**src/rtl/unified_mem_arbiter.sv**
```systemverilog
// Round-robin arbiter sharing one single-port fixed-latency memory between
// instruction fetch and data access; one access in flight at a time.
module unified_mem_arbiter #(
    parameter int unsigned MEM_LAT = 4
) (
    input  logic        clk,
    input  logic        rst,
    input  logic        if_req,
    input  logic [15:0] if_addr,
    output logic        if_done,
    output logic [15:0] if_rdata,
    input  logic        d_req,
    input  logic        d_wr,
    input  logic [15:0] d_addr,
    input  logic [15:0] d_wdata,
    output logic        d_done,
    output logic [15:0] d_rdata,
    output logic        mem_en,
    output logic        mem_wr,
    output logic [15:0] mem_addr,
    output logic [15:0] mem_wdata,
    input  logic [15:0] mem_rdata,
    output logic        busy
);

    localparam logic [3:0] LAST_CNT = 4'(MEM_LAT - 1);

    typedef enum logic [1:0] {
        IDLE   = 2'd0,
        BUSY_I = 2'd1,
        BUSY_D = 2'd2
    } state_t;

    state_t      r_state;
    state_t      w_state_nxt;
    logic [3:0]  r_cnt;
    logic        r_last_d;
    logic [15:0] r_addr;
    logic [15:0] r_wdata;
    logic        r_wr;
    logic        w_grant_i;
    logic        w_grant_d;
    logic        w_last;

    // Under contention the requester not served last time wins.
    always_comb begin
        w_grant_i = 1'b0;
        w_grant_d = 1'b0;
        if (r_state == IDLE) begin
            w_grant_d = d_req && (!if_req || !r_last_d);
            w_grant_i = if_req && !w_grant_d;
        end
    end

    assign w_last = (r_state != IDLE) && (r_cnt == LAST_CNT);

    always_comb begin
        w_state_nxt = r_state;
        unique case (r_state)
            IDLE: begin
                if (w_grant_d) begin
                    w_state_nxt = BUSY_D;
                end else if (w_grant_i) begin
                    w_state_nxt = BUSY_I;
                end
            end
            BUSY_I, BUSY_D: begin
                if (w_last) begin
                    w_state_nxt = IDLE;
                end
            end
            default: w_state_nxt = IDLE;
        endcase
    end

    always_ff @(posedge clk or posedge rst) begin
        if (rst) begin
            r_state <= IDLE;
        end else begin
            r_state <= w_state_nxt;
        end
    end

    always_ff @(posedge clk or posedge rst) begin
        if (rst) begin
            r_cnt    <= '0;
            r_last_d <= 1'b0;
            r_addr   <= '0;
            r_wr     <= 1'b0;
            r_wdata  <= '0;
        end else if (w_grant_d) begin
            r_cnt    <= '0;
            r_last_d <= 1'b1;
            r_addr   <= d_addr;
            r_wr     <= d_wr;
            r_wdata  <= d_wdata;
        end else if (w_grant_i) begin
            r_cnt    <= '0;
            r_last_d <= 1'b0;
            r_addr   <= if_addr;
            r_wr     <= 1'b0;
            r_wdata  <= '0;
        end else if (r_state != IDLE) begin
            r_cnt <= r_cnt + 4'd1;
        end
    end

    // Memory side is driven only from the holding registers, never the inputs.
    always_comb begin
        busy      = 1'b0;
        mem_en    = 1'b0;
        mem_wr    = 1'b0;
        mem_addr  = '0;
        mem_wdata = '0;
        if_done   = 1'b0;
        if_rdata  = '0;
        d_done    = 1'b0;
        d_rdata   = '0;
        if (r_state != IDLE) begin
            busy      = 1'b1;
            mem_en    = 1'b1;
            mem_wr    = r_wr;
            mem_addr  = r_addr;
            mem_wdata = r_wdata;
        end
        if (w_last && (r_state == BUSY_I)) begin
            if_done  = 1'b1;
            if_rdata = mem_rdata;
        end
        if (w_last && (r_state == BUSY_D)) begin
            d_done = 1'b1;
            if (!r_wr) begin
                d_rdata = mem_rdata;
            end
        end
    end

endmodule

```
**config.mk**
```make
export PLATFORM = sky130hd
export DESIGN_NAME = unified_mem_arbiter
export DESIGN_NICKNAME = d
export VERILOG_FILES = /design/src/rtl/unified_mem_arbiter.sv
export SDC_FILE = /design/constraint.sdc
export NUM_CORES = 1
export LEC_CHECK = 0
export CORE_MARGIN = 5
export CORE_UTILIZATION = 34
export DETAILED_ROUTE_END_ITERATION = 8
export GPL_ROUTABILITY_DRIVEN = 0
export HOLD_SLACK_MARGIN = 0.08
export PLACE_DENSITY = 0.85
export SLEW_MARGIN = 5
export SYNTH_ARGS = -nofsm -noshare
export SYNTH_HDL_FRONTEND = slang
export SYNTH_SLANG_ARGS = --single-unit
```
**constraint.sdc**
```tcl
create_clock -name clk -period 2.4 [get_ports clk]
set_input_delay 0.72 -clock clk [delete_from_list [all_inputs] [get_ports clk]]
set_output_delay 0.72 -clock clk [all_outputs]
set_load 0.02 [all_outputs]
```
==> results of run 1 <==
==> what timing repair did <==
action / in CTS / in global routing
setup endpoints to repair: 69 / 64
resized for setup: 300 / 86
setup buffers: 7 / 6
pin swaps: 12 / 10
gates cloned: 4 / 0
==> cell usage after synthesis <==
master      n
o21ai_1     1
and3_1     16
o21bai_1   16
o21a_1      1
buf_6       2
or4b_4      1
nand2_1     4
clkbuf_1   17
buf_4       1
buf_2       1
and2_1     19
nor2b_1    34
nand4b_1    1
xor2_1      1
inv_1       4
ha_1        4
nor4b_2     1
nand3_1     2
nor2_2      1
o21ai_0     2
a21o_1      1
dfrtp_1    40
nor3b_4     1
nand2b_1    1
nor2_1      3
o2bb2ai_1  17
a22o_1     36
==> worst paths after layout <==
| check | startpoint | end | slack (ns) |
|---|---|---|---|
| min in group asynchronous | rst | r_wdata[3] | 0.73 |
| max in group asynchronous | rst | r_wdata[0] | 1.19 |
| min reg2reg | r_wdata[10] | r_wdata[10] | 0.50 |
| max | r_state[0] | d_rdata[13] | -0.45 |
| min | r_wdata[10] | r_wdata[10] | 0.50 |
| max reg2reg | r_state[0] | r_state[1] | 0.24 |
==> logic make-up after synthesis <==
family,after synthesis,share of synthesized area (%)
flops,40,43.1
simple gates,84,23.1
xor+xnor,1,0.377
buf+inv,25,4.90
fa+ha+maj,4,2.15
compound gates,74,26.4
==> layout make-up <==
type	count	area [um2]	share of cell area, %
inverters	4	15.0	0.356
repair buffers	177	1620	38.4
well taps	80	100	2.37
flip-flops and latches	40	1000	23.7
clock inverters	3	42.5	1.01
clock buffers	5	68.8	1.63
multi-input cells	163	1370	32.5
==> sequential cells by signal, indices dropped and copies added (netlist names) <==
signal    flops
r_cnt         4
r_last_d      1
r_wdata      16
r_wr          1
r_addr       16
r_state       2
==> worst max-delay path: stages, from the launching register on <==
cell	delay (ns)
dfrtp_1	0.39
inv_2	0.07
ha_4	0.16
or4b_4	0.53
nor3b_4	0.25
buf_6	0.17
and2_4	0.15
buf_6	0.12
==> routing by layer <==
layer  up-vias  GRT usage [%]  share of wire, %  wire length (um)
met3        24           4.14               5.6               476
met4         0           5.62               2.5               209
met1      1166           22.1                39              3350
li1       1145              -                 -                 -
met2        94           33.4                53              4480
met5         -              0                 0                 0
==> power by group through the flow <==
stage,Sequential [W],Combinational (W),Clock [W]
3_5_place_dp,0.00118,0.00254,0
2_1_floorplan,0.00114,0.00150,0
4_1_cts,0.00117,0.00258,0.000550
6_report,0.00118,0.00263,0.000540
5_1_grt,0.00121,0.00282,0.000583
3_3_place_gp,0.00116,0.00249,0
==> placed cells by master (no fill, tap or decap), types with 4 or more instances in the layout <==
master | Yosys | routed
and2_4 | 0 | 18
clkbuf_2 | 0 | 15
clkbuf_8 | 0 | 5
nor2b_1 | 34 | 31
buf_4 | 1 | 34
clkdlybuf4s50_1 | 0 | 68
o2bb2ai_1 | 17 | 17
buf_6 | 2 | 42
buf_2 | 1 | 15
dfrtp_1 | 40 | 40
o21bai_1 | 16 | 16
a22o_1 | 36 | 36
nand2_1 | 4 | 4
and3_4 | 0 | 15
==> metrics by stage <==
step / hold WS, ns / setup WS, ns / setup TNS [ns] / power [W]
finish: 0.501 / -0.449 / -13.27 / 0.00435
global route: 0.509 / -0.512 / -15.60 / 0.00461
CTS: 0.505 / -0.406 / -10.68 / 0.00430
detailed placement: 0.482 / -0.611 / -19.04 / 0.00372
global placement: 0.481 / -0.534 / -15.76 / 0.00365
floorplan: 0.464 / -0.148 / -1.86 / 0.00264
==> metrics.md, run 1 <==
| Metric | Value |
|---|---|
| Switch share | 41.2% |
| First DRT Iteration DRCs | 90 |
| DRC Markers | 0 |
| Worst hold path class | reg -> reg |
| Fin area | 0.00422 mm2 |
| Clk sinks | 40 |
| Nets | 464 |
| Final hold vios | 0 |
| Starting density of the core | 34.6% |
| R2R depth | 8 |
| CTS H-tree depth | 2 |
| Syn. warnings | 0 |
| CTS buffer count | 5 |
| First-pass GRT wire length | 12.9 mm |
| Row count | 30 |
| Post-synthesis cell type count | 27 |
| Placed cell area | 0.00396 mm2 |
| Slew HR | 47.6% |
| DR vias | 2429 |
| Outcome | finished, violations left |
| Clock Skew | 0.00585 ns |
| Switching Power | 0.00179 W |
| Yosys reg bits | 40 |
| Antenna diodes | 0 |
| Failing checks | negative setup slack |
| Sequential fraction of the synthesis area | 43.1% |
| Post-layout util | 62.8% |
| IO buf count | 137 |
| WP data arrival | 2.13 ns |
| Highest Clock Rate | 351 MHz |
| Final number of max-transition violations | 0 |
| DIE HEIGHT | 92.7 um |
| Clk network pwr share | 12.4% |
| Minimum clock period | 2.85 ns |
| Worst slew pin tran | 0.786 ns |
| Syn Nets | 301 |
| Avg Synthesized Cell Area | 10.2 um2 |
| Synth top area share | 43.1% |
| Cell taking the most area after synthesis | dfrtp_1 |
| Routed WL | 8.51 mm |
| Top Ports | 138 |
| Total gr overflow | 0 |
| Worst-Skew Late Latency | 0.29 ns |
| Leakage | 1.97 nW |
| Combinational Power Share | 60.5% |
| Final ANT Viol Nets | 0 |
| CTS tree | done |
| Vias in the first global route | 2566 |
| # hold bufs at CTS | 0 |
| Crit Path Class | reg -> out |
| Area growth from synthesis to layout | 81.5% |
| CTS clk-pin slew, worst paths | 0.08 ns |
| Sequential share of power | 27.1% |
| Drt pass-1 iters | 4 |
| Fill cells | 546 |
| Power Internal | 0.00256 W |
| Post-synthesis cell area | 0.00232 mm2 |
| Worst Hold Depth | 1 |
| Core Box Area | 0.00672 mm2 |
| Max-Cap Viols | 0 |
| Critical path capture point type | output pin |
| Largest net degree at the start of global routing | 34 |
| RSZ-0062 raised after global routing | yes |
| Placed instance count | 450 |
| Final HPWL from detailed placement | 5.70 mm |
| CTS Buffer Depth | 2 |
| Startpoint types | register |
| Clk root buf | clkbuf_8 |
| DR vias/cell | 5.15 |
| Final non-filler cell total | 472 |
| Worst setup slack after layout | -0.449 ns |
| DIE WIDTH | 92.7 um |
| PD cells | 1030 mW/mm2 |
| WP data required | 1.68 ns |
| Share of layout cells above drive strength 1 | 41.1% |
| Syn Inst Count | 228 |
| Die area | 0.00859 mm2 |
| Synth area leaders | dfrtp_1, a22o_1, nor2b_1, o2bb2ai_1, o21bai_1 |
| Final Cycle Share | 119% |
| Routed WL per cell | 18.0 um |
| Final setup violation count | 34 |
| Gr usage total | 18.6% |
| Crit Path Max Fanout | 8 |
| Initial antenna violation count | 0 |
| VDD IR max | 0.000631 V |
No activity file was read; power rests on OpenSTA's default activity.
==> run 2, diff against run 1 <==
--- a/constraint.sdc
+++ b/constraint.sdc
@@ -3,2 +3,2 @@
 set_output_delay 0.72 -clock clk [all_outputs]
-set_load 0.02 [all_outputs]
+set_load 0.1 [all_outputs]
==> run 2 against run 1 <==
The run still ends with negative setup slack left. Via count rose by 4.7%. Hold slack improved by 0.0096 ns. Largest power group unchanged. Critical path type unchanged. Clock skew shrank 0.00050 ns. Largest cell class unchanged.
==> metrics.md, run 2 (synthesis results as in run 1) <==
| Metric | Value |
|---|---|
| Outcome | finished, violations left |
| Failing checks | negative setup slack |
| Routed WL per cell | 20.7 um (+15%) |
| Nets | 468 (+0.86%) |
| Share of layout cells above drive strength 1 | 49.7% (+8.7 points) |
| WP data arrival | 2.17 ns (+0.04 ns) |
| Clk sinks | 40 (unchanged) |
| Routed WL | 9.83 mm (+16%) |
| Clk root buf | clkbuf_8 |
| Final non-filler cell total | 476 (+0.85%) |
| Worst-Skew Late Latency | 0.30 ns (about the same) |
| Initial antenna violation count | 0 (unchanged) |
| Final number of max-transition violations | 0 (unchanged) |
| Hold Slack | 0.510 ns (+0.00958 ns) |
| First DRT Iteration DRCs | 101 (+12%) |
| Fill cells | 376 (-31%) |
| RSZ-0062 raised after global routing | yes |
| DRC Markers | 0 (unchanged) |
| Gr usage total | 22.4% (+3.8 points) |
| Final HPWL from detailed placement | 6.83 mm (+20%) |
| Final Cycle Share | 120% (+1.5 points) |
| Most frequent cells in the layout | buf_12, clkdlybuf4s50_1, dfrtp_1, a22o_1, nor2b_4 |
| PD cells | 1440 mW/mm2 (+39%) |
| VDD IR max | 0.000986 V (+56%) |
| CTS tree | done |
| DR vias | 2543 (+4.7%) |
| CTS H-tree depth | 2 (unchanged) |
| Startpoint types | register |
| Core Box Area | 0.00672 mm2 (unchanged) |
| Crit Path Class | reg -> out |
| Antenna diodes | 0 (unchanged) |
| Commonest non-fill, non-tap cell in the layout | buf_12 |
| Worst setup slack after layout | -0.486 ns (-0.0363 ns) |
| Total gr overflow | 0 (unchanged) |
| CTS Buffer Depth | 2 (unchanged) |
| Vias in the first global route | 2733 (+6.5%) |
| Final setup violation count | 36 (+5.9%) |
| WP data required | 1.68 ns (about the same) |
| Clock Skew | 0.00535 ns (-0.000500 ns) |
| DIE HEIGHT | 92.7 um (unchanged) |
| First-pass GRT wire length | 15.2 mm (+18%) |
| Max-Cap Viols | 0 (unchanged) |
| Leakage | 2.31 nW (+17%) |
| Starting density of the core | 34.6% (unchanged) |
| Worst slew pin tran | 0.834 ns (+0.0481 ns) |
| Slew HR | 44.3% (-3.2 points) |
| Highest Clock Rate | 347 MHz (-1.3%) |
| Drt pass-1 iters | 4 (unchanged) |
| Largest net degree at the start of global routing | 22 (-35%) |
| Placed instance count | 454 (+0.89%) |
| Top Ports | 138 (unchanged) |
| DIE WIDTH | 92.7 um (unchanged) |
| Area growth from synthesis to layout | 132% |
| Minimum clock period | 2.89 ns (+0.0363 ns) |
| CTS clk-pin slew, worst paths | 0.09 ns (about the same) |
| CTS buffer count | 5 (unchanged) |
| DR vias/cell | 5.34 (+3.8%) |
| Critical path capture point type | output pin |
| Largest regs | r_addr x16, r_wdata x16, r_cnt x4 |
| IO buf count | 137 (unchanged) |
| Final ANT Viol Nets | 0 (unchanged) |
| Row count | 30 (unchanged) |
| Final hold vios | 0 (unchanged) |
| Crit Path Max Fanout | 16 (+8) |
| Worst hold path class | reg -> reg |
| # hold bufs at CTS | 0 (unchanged) |
| Die area | 0.00859 mm2 (unchanged) |
-- run 2: cell type report --
class | count | area, um2 | area share (%)
sequential | 40 | 1000 | 18.6
multi-input combinational | 163 | 1610 | 29.9
clock inverter | 2 | 38.8 | 0.720
clock buffer | 6 | 82.6 | 1.53
inverter | 4 | 18.8 | 0.349
tap | 80 | 100 | 1.86
timing repair buffer | 181 | 2530 | 47.1
-- run 2: path summary, 6_finish.rpt --
kind	start	to	slack [ns]	depth (start not counted)
max reg2reg	r_state[1]	r_state[1]	0.27	8
min in group asynchronous	rst	r_wdata[14]	0.76	3
max in group asynchronous	rst	r_addr[9]	1.42	3
max	r_state[1]	d_rdata[2]	-0.49	7
min reg2reg	r_last_d	r_last_d	0.51	1
min	r_last_d	r_last_d	0.51	1
-- run 2: worst max-delay path, cell delays in order (launching register included) --
cell     delay, ns
dfrtp_1       0.37
inv_2         0.06
ha_4          0.15
or4b_4        0.55
nor3b_4       0.23
buf_12        0.17
and2_4        0.16
buf_12        0.17
-- run 2: metrics by stage --
step / total power, W / instance area [um2] / setup slack, ns / TNS, ns / utilization, %
after floorplan: 0.00473 / 2670 / -0.353 / -9.62 / -
after global placement: 0.00647 / 4980 / -0.114 / -1.82 / 74.1
after detailed placement: 0.00659 / 4980 / -0.172 / -2.56 / 74.1
after CTS: 0.00763 / 5340 / -0.477 / -15.75 / 79.5
after global routing: 0.00800 / 5380 / -0.570 / -15.54 / 80.1
final: 0.00773 / 5380 / -0.486 / -11.97 / 80.1
-- run 2: power by group --
| group | internal, W | switching (W) | total, W | leakage, nW |
|---|---|---|---|---|
| clock network | 0.000341 | 0.000259 | 0.000599 | 0.0614 |
| logic | 0.00250 | 0.00340 | 0.00591 | 1.74 |
| registers | 0.00100 | 0.000222 | 0.00123 | 0.506 |
-- run 2: what timing repair did --
item,in CTS,in global routing
endpoints found under the setup margin,52,69
resized for setup,36,1
pin swaps,2,1
cloned,5,1
buffers inserted,6,4
-- run 2: layer usage --
metal | routed length [um] | global-route usage, % | vias up
met5 | 0 | 0 | -
li1 | - | - | 1155
met2 | 5180 | 40.2 | 100
met4 | 83 | 5.13 | 0
met3 | 543 | 5.12 | 6
met1 | 4020 | 27.1 | 1282
==> run 3, diff against run 2 <==
Settings changed: SKIP_LAST_GASP set to 1.
==> run 3 against run 2 <==
The run still ends with negative setup slack left. Combinational power about the same. Critical path depth unchanged. Fmax decreased by 0.65%. Register-to-register slack got worse by 0.14 ns. Cell area increased by 0.21%. Wire length decreased by 0.55%. Sequential share of layout area about the same. Utilization increased by 0.17 points. Non-clock buffer count increased by 2. Clock power decreased by 0.7%. Hold slack got worse by 0.0026 ns. Setup slack got worse by 0.019 ns. Highest routed layer unchanged.
==> metrics.md, run 3 (synthesis results as in run 1) <==
| Metric | Value |
|---|---|
| Outcome | finished, violations left |
| Failing checks | negative setup slack |
| PD cells | 1440 mW/mm2 (+0.14%) |
| DR vias | 2571 (+1.1%) |
| Area growth from synthesis to layout | 132% |
| Core Box Area | 0.00672 mm2 (unchanged) |
| VDD IR max | 0.00100 V (+1.7%) |
| CTS buffer count | 5 (unchanged) |
| Starting density of the core | 34.6% (unchanged) |
| WP data arrival | 2.18 ns (about the same) |
| Drt pass-1 iters | 4 (unchanged) |
| Antenna diodes | 0 (unchanged) |
| RSZ-0062 raised after global routing | yes |
| Routed WL per cell | 20.5 um (-0.97%) |
| Clk sinks | 40 (unchanged) |
| Routed WL | 9.78 mm (-0.55%) |
| Placed instance count | 454 (unchanged) |
| Final Cycle Share | 121% (+0.78 points) |
| DIE WIDTH | 92.7 um (unchanged) |
| Max-Cap Viols | 0 (unchanged) |
| DIE HEIGHT | 92.7 um (unchanged) |
| IO buf count | 137 (unchanged) |
| Final setup violation count | 69 (+92%) |
| DR vias/cell | 5.38 (+0.68%) |
| Startpoint types | register |
| Worst slew pin tran | 0.883 ns (+0.0493 ns) |
| Worst setup slack after layout | -0.504 ns (-0.0188 ns) |
| CTS clk-pin slew, worst paths | 0.08 ns (about the same) |
| Fin area | 0.00540 mm2 (+0.21%) |
| CTS Buffer Depth | 2 (unchanged) |
| Final ANT Viol Nets | 0 (unchanged) |
| Slew HR | 41.1% (-3.3 points) |
| Gr usage total | 22.4% (+0.051 points) |
| CTS tree | done |
| Largest net degree at the start of global routing | 22 (unchanged) |
| Final HPWL from detailed placement | 6.83 mm (unchanged) |
| Nets | 470 (+0.43%) |
| Initial antenna violation count | 0 (unchanged) |
| Worst-Skew Late Latency | 0.30 ns (about the same) |
| First DRT Iteration DRCs | 85 (-16%) |
| Row count | 30 (unchanged) |
| Top Ports | 138 (unchanged) |
| Share of layout cells above drive strength 1 | 50.0% (+0.25 points) |
| Worst hold path class | reg -> reg |
| Leakage | 2.31 nW (+0.32%) |
| Final hold vios | 0 (unchanged) |
| CTS H-tree depth | 2 (unchanged) |
| WP data required | 1.68 ns (about the same) |
| First-pass GRT wire length | 15.1 mm (-0.36%) |
| Critical path capture point type | output pin |
| Commonest non-fill, non-tap cell in the layout | buf_12 |
| Vias in the first global route | 2766 (+1.2%) |
| Clock Skew | 0.00481 ns (-0.000537 ns) |
| Highest Clock Rate | 344 MHz (-0.65%) |
| Clk root buf | clkbuf_8 |
| Most frequent cells in the layout | buf_12, clkdlybuf4s50_1, dfrtp_1, a22o_1 |
| DRC Markers | 0 (unchanged) |
| Total gr overflow | 0 (unchanged) |
| Placed cell area | 0.00498 mm2 (unchanged) |
| Largest regs | r_addr x16, r_wdata x16, r_cnt x4 |
| # hold bufs at CTS | 0 (unchanged) |
| Crit Path Max Fanout | 16 (unchanged) |
| Minimum clock period | 2.90 ns (+0.0188 ns) |
| Final number of max-transition violations | 0 (unchanged) |
| Final non-filler cell total | 478 (+0.42%) |
| Crit Path Class | reg -> out |
| Die area | 0.00859 mm2 (unchanged) |
run 3: cell types whose count changed in the layout (fill, tap and decap cells not counted), sizes merged:
cell and change:
buf +2
run 3: final timing paths:
path	start	end	slack [ns]	depth (start not counted)
worst max register to register	r_state[1]	r_state[1]	0.13	9
max in group asynchronous	rst	r_addr[9]	1.41	3
worst min register to register	r_last_d	r_last_d	0.51	1
worst min-delay path	r_last_d	r_last_d	0.51	1
min in group asynchronous	rst	r_wdata[14]	0.75	3
worst max-delay path	r_state[1]	d_rdata[2]	-0.50	7
run 3: layer usage:
metal / part of all wire, % / track usage (%)
met2: 52 / 40.1
met4: 2.6 / 6.35
met3: 6.9 / 5.93
met5: 0 / 0
met1: 38 / 26.4
run 3: critical path, cell delays in order (launching register included):
cell	delay [ns]
dfrtp_1	0.38
inv_2	0.07
ha_4	0.16
or4b_4	0.55
nor3b_4	0.23
buf_12	0.17
and2_4	0.16
buf_12	0.17
run 3: layout make-up:
type | instances | area (um2)
Sequential cell | 40 | 1000
Tap cell | 80 | 100
Clock inverter | 2 | 38.8
Inverter | 4 | 18.8
Multi-Input combinational cell | 163 | 1610
Timing Repair Buffer | 183 | 2550
Clock buffer | 6 | 82.6
Fill cell | 375 | 1320
run 3: per-stage QoR:
step / hold WS (ns) / setup TNS, ns / util (%) / setup WS, ns / power [W]
floorplan: 0.464 / -9.62 / - / -0.353 / 0.00473
global placement: 0.483 / -1.82 / 74.1 / -0.114 / 0.00647
detailed placement: 0.486 / -2.56 / 74.1 / -0.172 / 0.00659
CTS: 0.513 / -16.90 / 79.2 / -0.477 / 0.00759
global route: 0.521 / -21.91 / 80.3 / -0.577 / 0.00804
finish: 0.508 / -17.78 / 80.3 / -0.504 / 0.00776
run 3: power by group:
part           total, W  switching [W]  internal, W
combinational   0.00594        0.00342      0.00252
clock          0.000595       0.000254     0.000340
sequential      0.00122       0.000219      0.00100
total           0.00776        0.00389      0.00387
run 3: what timing repair did:
action / CTS / global route
setup buffers: 6 / 6
gates cloned: 5 / 1
resized for setup: 30 / 9
pin swaps: 2 / 1
setup endpoints to repair: 52 / 87
